$ cat config.mk
export PLATFORM = sky130hd
export DESIGN_NAME = mem_requester_flat
export DESIGN_NICKNAME = d
export VERILOG_FILES = /design/src/rtl/mem_requester_if.sv /design/src/rtl/mem_requester.sv /design/src/flat_wrapper.sv
export SDC_FILE = /design/constraint.sdc
export NUM_CORES = 1
export LEC_CHECK = 0
export BUFFER_PORTS_ARGS = -buffer_cell sky130_fd_sc_hd__buf_2
export CAP_MARGIN = 40
export CORE_ASPECT_RATIO = 0.5
export CORE_MARGIN = 4
export CORE_UTILIZATION = 45
export DETAILED_ROUTE_END_ITERATION = 8
export GPL_TIMING_DRIVEN = 0
export PLACE_DENSITY = 0.75
export SETUP_SLACK_MARGIN = 0.05
export SKIP_LAST_GASP = 1
export SYNTH_ARGS = -nofsm -noshare
export SYNTH_HDL_FRONTEND = slang
export SYNTH_SLANG_ARGS = --single-unit
$ cat constraint.sdc
create_clock -name clk -period 5.55 [get_ports clk]
set_clock_uncertainty 0.05 [all_clocks]
set_input_delay 0.2775 -clock clk [delete_from_list [all_inputs] [get_ports clk]]
set_output_delay 0.2775 -clock clk [all_outputs]
set_load 0.03 [all_outputs]
$ cat src/rtl/mem_requester_if.sv
// Bundle of command, memory-side and response signals for mem_requester.
// master: the requester itself (drives cmd_ready, memory strobes, responses, status).
// slave : the client/memory environment (drives commands and returns).
interface mem_requester_if #(
  parameter int DEPTH = 4
) ();
  // client command channel
  logic                         cmd_valid;
  logic                         cmd_ready;
  logic                         cmd_write;
  logic [15:0]                  cmd_address;
  logic [15:0]                  cmd_data;
  // memory-side write request and return
  logic [15:0]                  wr_address;
  logic [15:0]                  wr_data;
  logic                         wr_en;
  logic [15:0]                  wr_ret_address;
  logic                         wr_ret_ack;
  // memory-side read request and return
  logic [15:0]                  rd_address;
  logic                         rd_en;
  logic [15:0]                  rd_ret_address;
  logic [15:0]                  rd_ret_data;
  logic                         rd_ret_ack;
  // completions to the client
  logic                         rd_resp_valid;
  logic [15:0]                  rd_resp_address;
  logic [15:0]                  rd_resp_data;
  logic                         wr_resp_valid;
  logic [15:0]                  wr_resp_address;
  // status
  logic [$clog2(DEPTH+1)-1:0]   outstanding;
  logic                         err_unexpected;
  logic                         err_timeout;

  modport master (
    input  cmd_valid, cmd_write, cmd_address, cmd_data,
    input  wr_ret_address, wr_ret_ack,
    input  rd_ret_address, rd_ret_data, rd_ret_ack,
    output cmd_ready,
    output wr_address, wr_data, wr_en,
    output rd_address, rd_en,
    output rd_resp_valid, rd_resp_address, rd_resp_data,
    output wr_resp_valid, wr_resp_address,
    output outstanding, err_unexpected, err_timeout
  );

  modport slave (
    output cmd_valid, cmd_write, cmd_address, cmd_data,
    output wr_ret_address, wr_ret_ack,
    output rd_ret_address, rd_ret_data, rd_ret_ack,
    input  cmd_ready,
    input  wr_address, wr_data, wr_en,
    input  rd_address, rd_en,
    input  rd_resp_valid, rd_resp_address, rd_resp_data,
    input  wr_resp_valid, wr_resp_address,
    input  outstanding, err_unexpected, err_timeout
  );
endinterface

$ cat src/rtl/mem_requester.sv
// Tracks outstanding memory requests by address tag, matches returns, ages out lost ones.
// Latency: 1 cycle accept->rd_en/wr_en strobe; 1 cycle return->client response.
// Backpressure: cmd_ready drops when the table is full or cmd_address is already in flight.
// Ports: clk, rst_n (sync, active low); bus (mem_requester_if.master) carries the command
//   channel, memory-side request/return strobes, client responses, outstanding count and
//   sticky err_unexpected / err_timeout flags.
module mem_requester #(
  parameter int DEPTH     = 4,
  parameter int TIMEOUT   = 200,
  parameter int WR_ACK_EN = 0
) (
  input  logic             clk,
  input  logic             rst_n,
  mem_requester_if.master  bus
);

  localparam int         CW        = $clog2(DEPTH + 1);
  localparam int         IW        = (DEPTH > 1) ? $clog2(DEPTH) : 1;
  localparam bit         TRACK_WR  = (WR_ACK_EN != 0);
  // An entry whose age already equals TIMEOUT-1 would reach TIMEOUT on this edge.
  localparam logic [7:0] AGE_LIMIT = 8'(TIMEOUT - 1);

  typedef struct packed {
    logic        valid;
    logic        is_write;
    logic [15:0] address;
    logic [7:0]  age;
  } entry_t;

  entry_t           tbl_q [DEPTH];
  logic             run_q;          // low for the first cycle after reset release

  logic [DEPTH-1:0] hit_cmd;
  logic [DEPTH-1:0] hit_rd;
  logic [DEPTH-1:0] hit_wr;
  logic [DEPTH-1:0] expire;
  logic [DEPTH-1:0] ret_free;
  logic             free_any;
  logic [IW-1:0]    free_idx;
  logic             accept;
  logic             alloc;
  logic             rd_ok;
  logic             wr_ok;
  logic             unexp_rd;
  logic             unexp_wr;
  logic [CW-1:0]    valid_cnt;

  // Table lookups. Tags are unique in the table, so at most one entry hits each port.
  // The descending scan leaves free_idx at the lowest free index.
  always_comb begin
    free_any = 1'b0;
    free_idx = '0;
    hit_cmd  = '0;
    hit_rd   = '0;
    hit_wr   = '0;
    expire   = '0;
    for (int i = DEPTH - 1; i >= 0; i--) begin
      if (!tbl_q[i].valid) begin
        free_any = 1'b1;
        free_idx = IW'(i);
      end
      hit_cmd[i] = tbl_q[i].valid && (tbl_q[i].address == bus.cmd_address);
      hit_rd[i]  = tbl_q[i].valid && !tbl_q[i].is_write && bus.rd_ret_ack &&
                   (tbl_q[i].address == bus.rd_ret_address);
      hit_wr[i]  = TRACK_WR && tbl_q[i].valid && tbl_q[i].is_write && bus.wr_ret_ack &&
                   (tbl_q[i].address == bus.wr_ret_address);
      expire[i]  = tbl_q[i].valid && (tbl_q[i].age >= AGE_LIMIT);
    end
  end

  // A return racing its own timeout loses: the entry is treated as timed out and the
  // return counts as unexpected.
  always_comb begin
    ret_free = (hit_rd | hit_wr) & ~expire;
    rd_ok    = |(hit_rd & ~expire);
    wr_ok    = |(hit_wr & ~expire);
    unexp_rd = bus.rd_ret_ack && !rd_ok;
    unexp_wr = TRACK_WR && bus.wr_ret_ack && !wr_ok;
  end

  // Ready looks only at registered table state, so an entry freed this cycle becomes
  // allocatable on the next one.
  always_comb begin
    bus.cmd_ready = run_q && free_any && !(|hit_cmd);
    accept        = bus.cmd_valid && bus.cmd_ready;
    alloc         = accept && (!bus.cmd_write || TRACK_WR);
  end

  always_comb begin
    valid_cnt = '0;
    for (int i = 0; i < DEPTH; i++) begin
      valid_cnt = valid_cnt + CW'(tbl_q[i].valid);
    end
    bus.outstanding = valid_cnt;
  end

  // Entry table: free on timeout or matching return, else age; allocate into the
  // selected free slot. A slot being freed is still valid here, so it is never reused
  // in the same cycle.
  always_ff @(posedge clk) begin
    if (!rst_n) begin
      for (int i = 0; i < DEPTH; i++) begin
        tbl_q[i] <= '0;
      end
      run_q <= 1'b0;
    end else begin
      run_q <= 1'b1;
      for (int i = 0; i < DEPTH; i++) begin
        if (tbl_q[i].valid) begin
          if (expire[i] || ret_free[i]) begin
            tbl_q[i].valid <= 1'b0;
          end else if (tbl_q[i].age != 8'hFF) begin
            tbl_q[i].age <= tbl_q[i].age + 8'd1;
          end
        end else if (alloc && (free_idx == IW'(i))) begin
          tbl_q[i].valid    <= 1'b1;
          tbl_q[i].is_write <= bus.cmd_write;
          tbl_q[i].address  <= bus.cmd_address;
          tbl_q[i].age      <= 8'd0;
        end
      end
    end
  end

  // Memory-side request strobes, one cycle after accept.
  always_ff @(posedge clk) begin
    if (!rst_n) begin
      bus.rd_en      <= 1'b0;
      bus.rd_address <= '0;
      bus.wr_en      <= 1'b0;
      bus.wr_address <= '0;
      bus.wr_data    <= '0;
    end else begin
      bus.rd_en <= accept && !bus.cmd_write;
      bus.wr_en <= accept && bus.cmd_write;
      if (accept && !bus.cmd_write) begin
        bus.rd_address <= bus.cmd_address;
      end
      if (accept && bus.cmd_write) begin
        bus.wr_address <= bus.cmd_address;
        bus.wr_data    <= bus.cmd_data;
      end
    end
  end

  // Client completions and sticky error flags.
  always_ff @(posedge clk) begin
    if (!rst_n) begin
      bus.rd_resp_valid   <= 1'b0;
      bus.rd_resp_address <= '0;
      bus.rd_resp_data    <= '0;
      bus.wr_resp_valid   <= 1'b0;
      bus.wr_resp_address <= '0;
      bus.err_unexpected  <= 1'b0;
      bus.err_timeout     <= 1'b0;
    end else begin
      bus.rd_resp_valid <= rd_ok;
      if (rd_ok) begin
        bus.rd_resp_address <= bus.rd_ret_address;
        bus.rd_resp_data    <= bus.rd_ret_data;
      end
      if (TRACK_WR) begin
        bus.wr_resp_valid <= wr_ok;
        if (wr_ok) begin
          bus.wr_resp_address <= bus.wr_ret_address;
        end
      end else begin
        // Posted writes complete to the client alongside the wr_en strobe.
        bus.wr_resp_valid <= accept && bus.cmd_write;
        if (accept && bus.cmd_write) begin
          bus.wr_resp_address <= bus.cmd_address;
        end
      end
      bus.err_unexpected <= bus.err_unexpected | unexp_rd | unexp_wr;
      bus.err_timeout    <= bus.err_timeout | (|expire);
    end
  end

endmodule

$ cat src/flat_wrapper.sv
// flat-port wrapper written by rule: the top's interface ports become plain ports
module mem_requester_flat 
#(
  parameter int DEPTH     = 4,
  parameter int TIMEOUT   = 200,
  parameter int WR_ACK_EN = 0
)
  (clk, rst_n, bus_cmd_valid, bus_cmd_write, bus_cmd_address, bus_cmd_data, bus_wr_ret_address, bus_wr_ret_ack, bus_rd_ret_address, bus_rd_ret_data, bus_rd_ret_ack, bus_cmd_ready, bus_wr_address, bus_wr_data, bus_wr_en, bus_rd_address, bus_rd_en, bus_rd_resp_valid, bus_rd_resp_address, bus_rd_resp_data, bus_wr_resp_valid, bus_wr_resp_address, bus_outstanding, bus_err_unexpected, bus_err_timeout);
  mem_requester_if #(.DEPTH(DEPTH)) bus_i ();
  input  logic clk;
  input  logic rst_n;
  input wire logic [$bits(bus_i.cmd_valid)-1:0] bus_cmd_valid;
  input wire logic [$bits(bus_i.cmd_write)-1:0] bus_cmd_write;
  input wire logic [$bits(bus_i.cmd_address)-1:0] bus_cmd_address;
  input wire logic [$bits(bus_i.cmd_data)-1:0] bus_cmd_data;
  input wire logic [$bits(bus_i.wr_ret_address)-1:0] bus_wr_ret_address;
  input wire logic [$bits(bus_i.wr_ret_ack)-1:0] bus_wr_ret_ack;
  input wire logic [$bits(bus_i.rd_ret_address)-1:0] bus_rd_ret_address;
  input wire logic [$bits(bus_i.rd_ret_data)-1:0] bus_rd_ret_data;
  input wire logic [$bits(bus_i.rd_ret_ack)-1:0] bus_rd_ret_ack;
  output wire logic [$bits(bus_i.cmd_ready)-1:0] bus_cmd_ready;
  output wire logic [$bits(bus_i.wr_address)-1:0] bus_wr_address;
  output wire logic [$bits(bus_i.wr_data)-1:0] bus_wr_data;
  output wire logic [$bits(bus_i.wr_en)-1:0] bus_wr_en;
  output wire logic [$bits(bus_i.rd_address)-1:0] bus_rd_address;
  output wire logic [$bits(bus_i.rd_en)-1:0] bus_rd_en;
  output wire logic [$bits(bus_i.rd_resp_valid)-1:0] bus_rd_resp_valid;
  output wire logic [$bits(bus_i.rd_resp_address)-1:0] bus_rd_resp_address;
  output wire logic [$bits(bus_i.rd_resp_data)-1:0] bus_rd_resp_data;
  output wire logic [$bits(bus_i.wr_resp_valid)-1:0] bus_wr_resp_valid;
  output wire logic [$bits(bus_i.wr_resp_address)-1:0] bus_wr_resp_address;
  output wire logic [$bits(bus_i.outstanding)-1:0] bus_outstanding;
  output wire logic [$bits(bus_i.err_unexpected)-1:0] bus_err_unexpected;
  output wire logic [$bits(bus_i.err_timeout)-1:0] bus_err_timeout;
  assign bus_i.cmd_valid = bus_cmd_valid;
  assign bus_i.cmd_write = bus_cmd_write;
  assign bus_i.cmd_address = bus_cmd_address;
  assign bus_i.cmd_data = bus_cmd_data;
  assign bus_i.wr_ret_address = bus_wr_ret_address;
  assign bus_i.wr_ret_ack = bus_wr_ret_ack;
  assign bus_i.rd_ret_address = bus_rd_ret_address;
  assign bus_i.rd_ret_data = bus_rd_ret_data;
  assign bus_i.rd_ret_ack = bus_rd_ret_ack;
  assign bus_cmd_ready = bus_i.cmd_ready;
  assign bus_wr_address = bus_i.wr_address;
  assign bus_wr_data = bus_i.wr_data;
  assign bus_wr_en = bus_i.wr_en;
  assign bus_rd_address = bus_i.rd_address;
  assign bus_rd_en = bus_i.rd_en;
  assign bus_rd_resp_valid = bus_i.rd_resp_valid;
  assign bus_rd_resp_address = bus_i.rd_resp_address;
  assign bus_rd_resp_data = bus_i.rd_resp_data;
  assign bus_wr_resp_valid = bus_i.wr_resp_valid;
  assign bus_wr_resp_address = bus_i.wr_resp_address;
  assign bus_outstanding = bus_i.outstanding;
  assign bus_err_unexpected = bus_i.err_unexpected;
  assign bus_err_timeout = bus_i.err_timeout;
  mem_requester #(.DEPTH(DEPTH), .TIMEOUT(TIMEOUT), .WR_ACK_EN(WR_ACK_EN)) u_core (.clk(clk), .rst_n(rst_n), .bus(bus_i));
endmodule
Word-level counts from Yosys, hierarchy flattened --
Memories as Yosys holds them, arrays and structs flattened. Cells that the tools add are included.
Word-level totals: logic and storage cells 197, memories 1, output and inout port bits 106, input port bits 86, RAM bits 104, register bits after elaboration 86
Cells by class: reductions and logical operators 45, bitwise gates (word level) 28, order comparisons 4, add/sub/neg operators 7, mux-type cells 86, equal/unequal tests 15
Memories:
- u_core.tbl_q | depth 4, width 26, rd ports 4, clocked after memory_dff 0, wr ports 4, line mem_requester.sv:30 | entry_t tbl_q [DEPTH];
Operators with widths (count):
- $eq A16 B16 Y1 | 8
- $mux W1 | 70
- $mux W16 | 4
- $mux W8 | 8
- $add A8 B1 Y8 const B | 4
- $ge A8 B8 Y1 const B | 4
- $ne A8 B8 Y1 const B | 4
- $logic_and A1 B1 Y1 | 30
- $or A1 B1 Y1 | 26
- $reduce_or A4 Y1 | 3
- $mux W2 | 4
- $logic_not A1 Y1 | 7
- $add A3 B1 Y3 | 2
- $and A4 B4 Y4 | 1
- $eq A2 B2 Y1 const B | 2
- $logic_or A1 B1 Y1 | 4
- $not A4 Y4 | 1
- $add A1 B1 Y2 | 1
- $eq A2 B1 Y1 const B | 1
- $logic_not A2 Y1 | 1

Logic depth before layout (Yosys ltp) --
An unclocked memory read counts as a cell.
depth in word-level cells 15, mapped depth 9, mapped depth without buffers 7

Worst setup path after synthesis --
OpenSTA, ideal clock, no wires.
path type register to register, start point mem u_core.tbl_q[2][25] in the netlist's numbering, end point mem u_core.tbl_q[1][10] in the netlist's numbering (enable), stages on the path, launching flop included 6, arrival time 1998 ps, setup time 372 ps, path buffers 1, path slack 3130 ps, path through edfxtp_1 a41oi_1 o2111ai_1 nor3_4 buf_4 a21o_1
RTL lines (line):
- start: declaration | mem_requester.sv:30

==> flow_summary.ini <==
[global_routing]
gr-total-overflow = 0
antenna_found_initial = 0
grt_pass1_wl_um = 47400
grt_max_degree = 18
track_usage_pct = 25.0
grt_pass1_vias = 8290

[yosys]
yosysTopAreaCellShare_pct = 31.0
yosysWarnings = 0
synthTopCellsByCount = 183 x nand2_1, 141 x xor2_1, 104 x edfxtp_1
ys_seq_area_share_pct = 48.1
yosysUniqueCellTypes = 49
synth_edf_count = 104
synth_seq_cells = 190
yosys-top-cells-area = edfxtp_1 31%, dfxtp_1 17%, xor2_1 12%
synth_ff_type = edfxtp_1
yosysTopAreaCell = edfxtp_1
postSynthAreaPerCell_um2 = 10.1
synth_async_sr_flop_share_pct = 0
syn_area_um2 = 10100
synthCells = 998
synth_most_common_cell = nand2_1

[sta]
whs_ns = 0.0168
setup_viol = 0
fin_ws_ns = 2.06
layout_min_cycle_time_ns = 3.49
fin_setup_tns_ns = 0
rsz0062_at_grt = no
worst_pin_slew_ns = 0.775
max_freq_ghz = 0.286
hold_viol = 0
slew_headroom_pct = 48.3
final_max_slew_viol_count = 0
post-route-period-util_pct = 63.0

[layout]
finish.utilization_pct = 54.0
nFillCells = 1905
antenna_cells = 0
seq_area_um2 = 4840
nets = 1256
final_area_um2 = 11800
drive_gt1_share_pct = 21.3
final_cells = 1475
area_delta_synth_final_pct = 16.9
multi_input_area_um2 = 4560

[route]
ant_nets = 0
dr.first_iter.drc_count = 892
wire_per_inst_um = 21.6
wirelength_um = 31800
vias_per_cell = 5.70
drc = 0
vias = 8401
first_pass_iters = 6

[floorplanning]
row_count = 38
initial_core_util_pct = 46.2
dieHeight_um = 114
die_area_um2 = 25000
core_um2 = 21800
die_w_um = 220
pin_count = 192

[status]
outcome = finished, final reports clean

[pwr]
finalPower_mw = 3.24
vdd_drop_max_v = 0.000224
power_leakage_nw = 5.08
p_per_area_nw_per_um2 = 275

[critical_path]
slowest_delay_ns = 0.57
path_cells = xor2_1, nor4_1, nand4_1, o21ai_1, clkbuf_1, nor2_1, buf_2
crit_type = register to output pin
arrival_ns = 3.17
cp_max_fo = 10
crit_path_end_kind = output pin
crit_path_top_delay_cell = o21ai_1
critPathLaunchType = register
worstPathRequired_ns = 5.22

[placement]
dp_slack_ns = 2.46
io_buffers = 141
dp_cells = 1442
place_area_um2 = 11200
detailed_place_hpwl_um = 23800
gp_congestion = 0.963

[clock_tree]
cts-root-buf = clkbuf_16
cts-buffers-inserted = 17
cts_tree = built
ctsLongestPathBuffers = 2
htree_levels = 4
clk_latency_ns = 0.45
cts_sinks = 190
post_cts_resized = 0
post_cts_buffers = 0
clk_pin_slew_ns = 0.07

[min_path]
min_path_type = input pin to register

[job]
cap_violations = 0
[cell type report]
type	instances	area share, %
Timing Repair Buffer	142	6.07
Clock buffer	26	4.77
Tap cell	300	3.19
Multi-Input combinational cell	689	38.7
Inverter	24	0.764
Sequential cell	190	41.1
Clock inverter	6	0.350
Buffer	98	5.05
[power by group]
group          switching, mW  total [mW]  internal [mW]
registers             0.0487        1.59           1.54
logic                  0.270       0.396          0.126
clock network          0.554        1.25          0.701
total                  0.872        3.24           2.36
[metal layers]
metal	up-vias	part of all wire, %	GRT usage [%]	routed length, µm
met5	-	0	0	0
met4	0	3.5	10.1	1120
met3	99	9.9	5.38	3150
met2	455	45	40.6	14500
met1	4049	41	32.8	13100
li1	3798	-	-	-
[cell usage in the layout, fill, tap and decap left out, types with 24 or more instances in the layout]
cell type,Yosys,layout
mux2i_1,80,80
nand2_1,183,183
nor2_1,51,51
xor2_1,141,141
dfxtp_1,86,86
edfxtp_1,104,104
nor4_1,103,103
buf_2,29,170
clkbuf_1,33,34
inv_1,24,24
[flip-flops by register name, summed over array words and instances, names as in the netlist]
| name | cells |
|---|---|
| u_core.bus.rd_resp_valid | 1 |
| u_core.run_q | 1 |
| u_core.bus.rd_resp_data | 16 |
| u_core.bus.err_timeout | 1 |
| u_core.tbl_q | 104 |
| u_core.bus.rd_resp_address | 16 |
| u_core.bus.rd_address | 16 |
| u_core.bus.wr_address | 16 |
| u_core.bus.rd_en | 1 |
| u_core.bus.err_unexpected | 1 |
| u_core.bus.wr_data | 16 |
| u_core.bus.wr_en | 1 |
[kinds of logic (layout without fill, tap and decap cells)]
group                      Yosys count  in the layout  share of synthesized area, %
AOI/OAI and AO/OA                   30             30                          2.56
adders and majority gates            8              8                          1.07
DFF                                190            190                          48.1
and+or+nand+nor                    414            414                          20.2
xor gates and xnor gates           153            153                          13.3
buffers and inverters              122            296                          6.80
other                                1              4                        0.0372
muxes                               80             80                          7.94
[worst paths after layout]
path / start / to / slack (ns) / cells after the start
setup / recovery: u_core.tbl_q[2][18] / bus_cmd_ready / 2.06 / 7
hold / removal: bus_rd_ret_data[13] / u_core.bus.rd_resp_data[13] / 0.02 / 3
setup reg to reg: u_core.tbl_q[2][25] / u_core.tbl_q[1][20] / 2.34 / 5
hold reg to reg: u_core.bus.wr_data[9] / u_core.bus.wr_data[9] / 0.41 / 2
[critical path, delay by kind of cell, from the launching register on]
| family | cells | cell delay (ns) |
|---|---|---|
| xor+xnor | 1 | 0.18 |
| flops | 1 | 0.46 |
| simple gates | 3 | 0.76 |
| buf+inv | 2 | 0.74 |
| compound gates | 1 | 0.57 |
[what timing repair did]
item / 4_1_cts / 5_1_grt
endpoints found under the hold margin: 1 / 0
endpoints found under the setup margin: 0 / 0
hold buffers: 1 / 0
No activity file was read; power rests on OpenSTA's default activity.
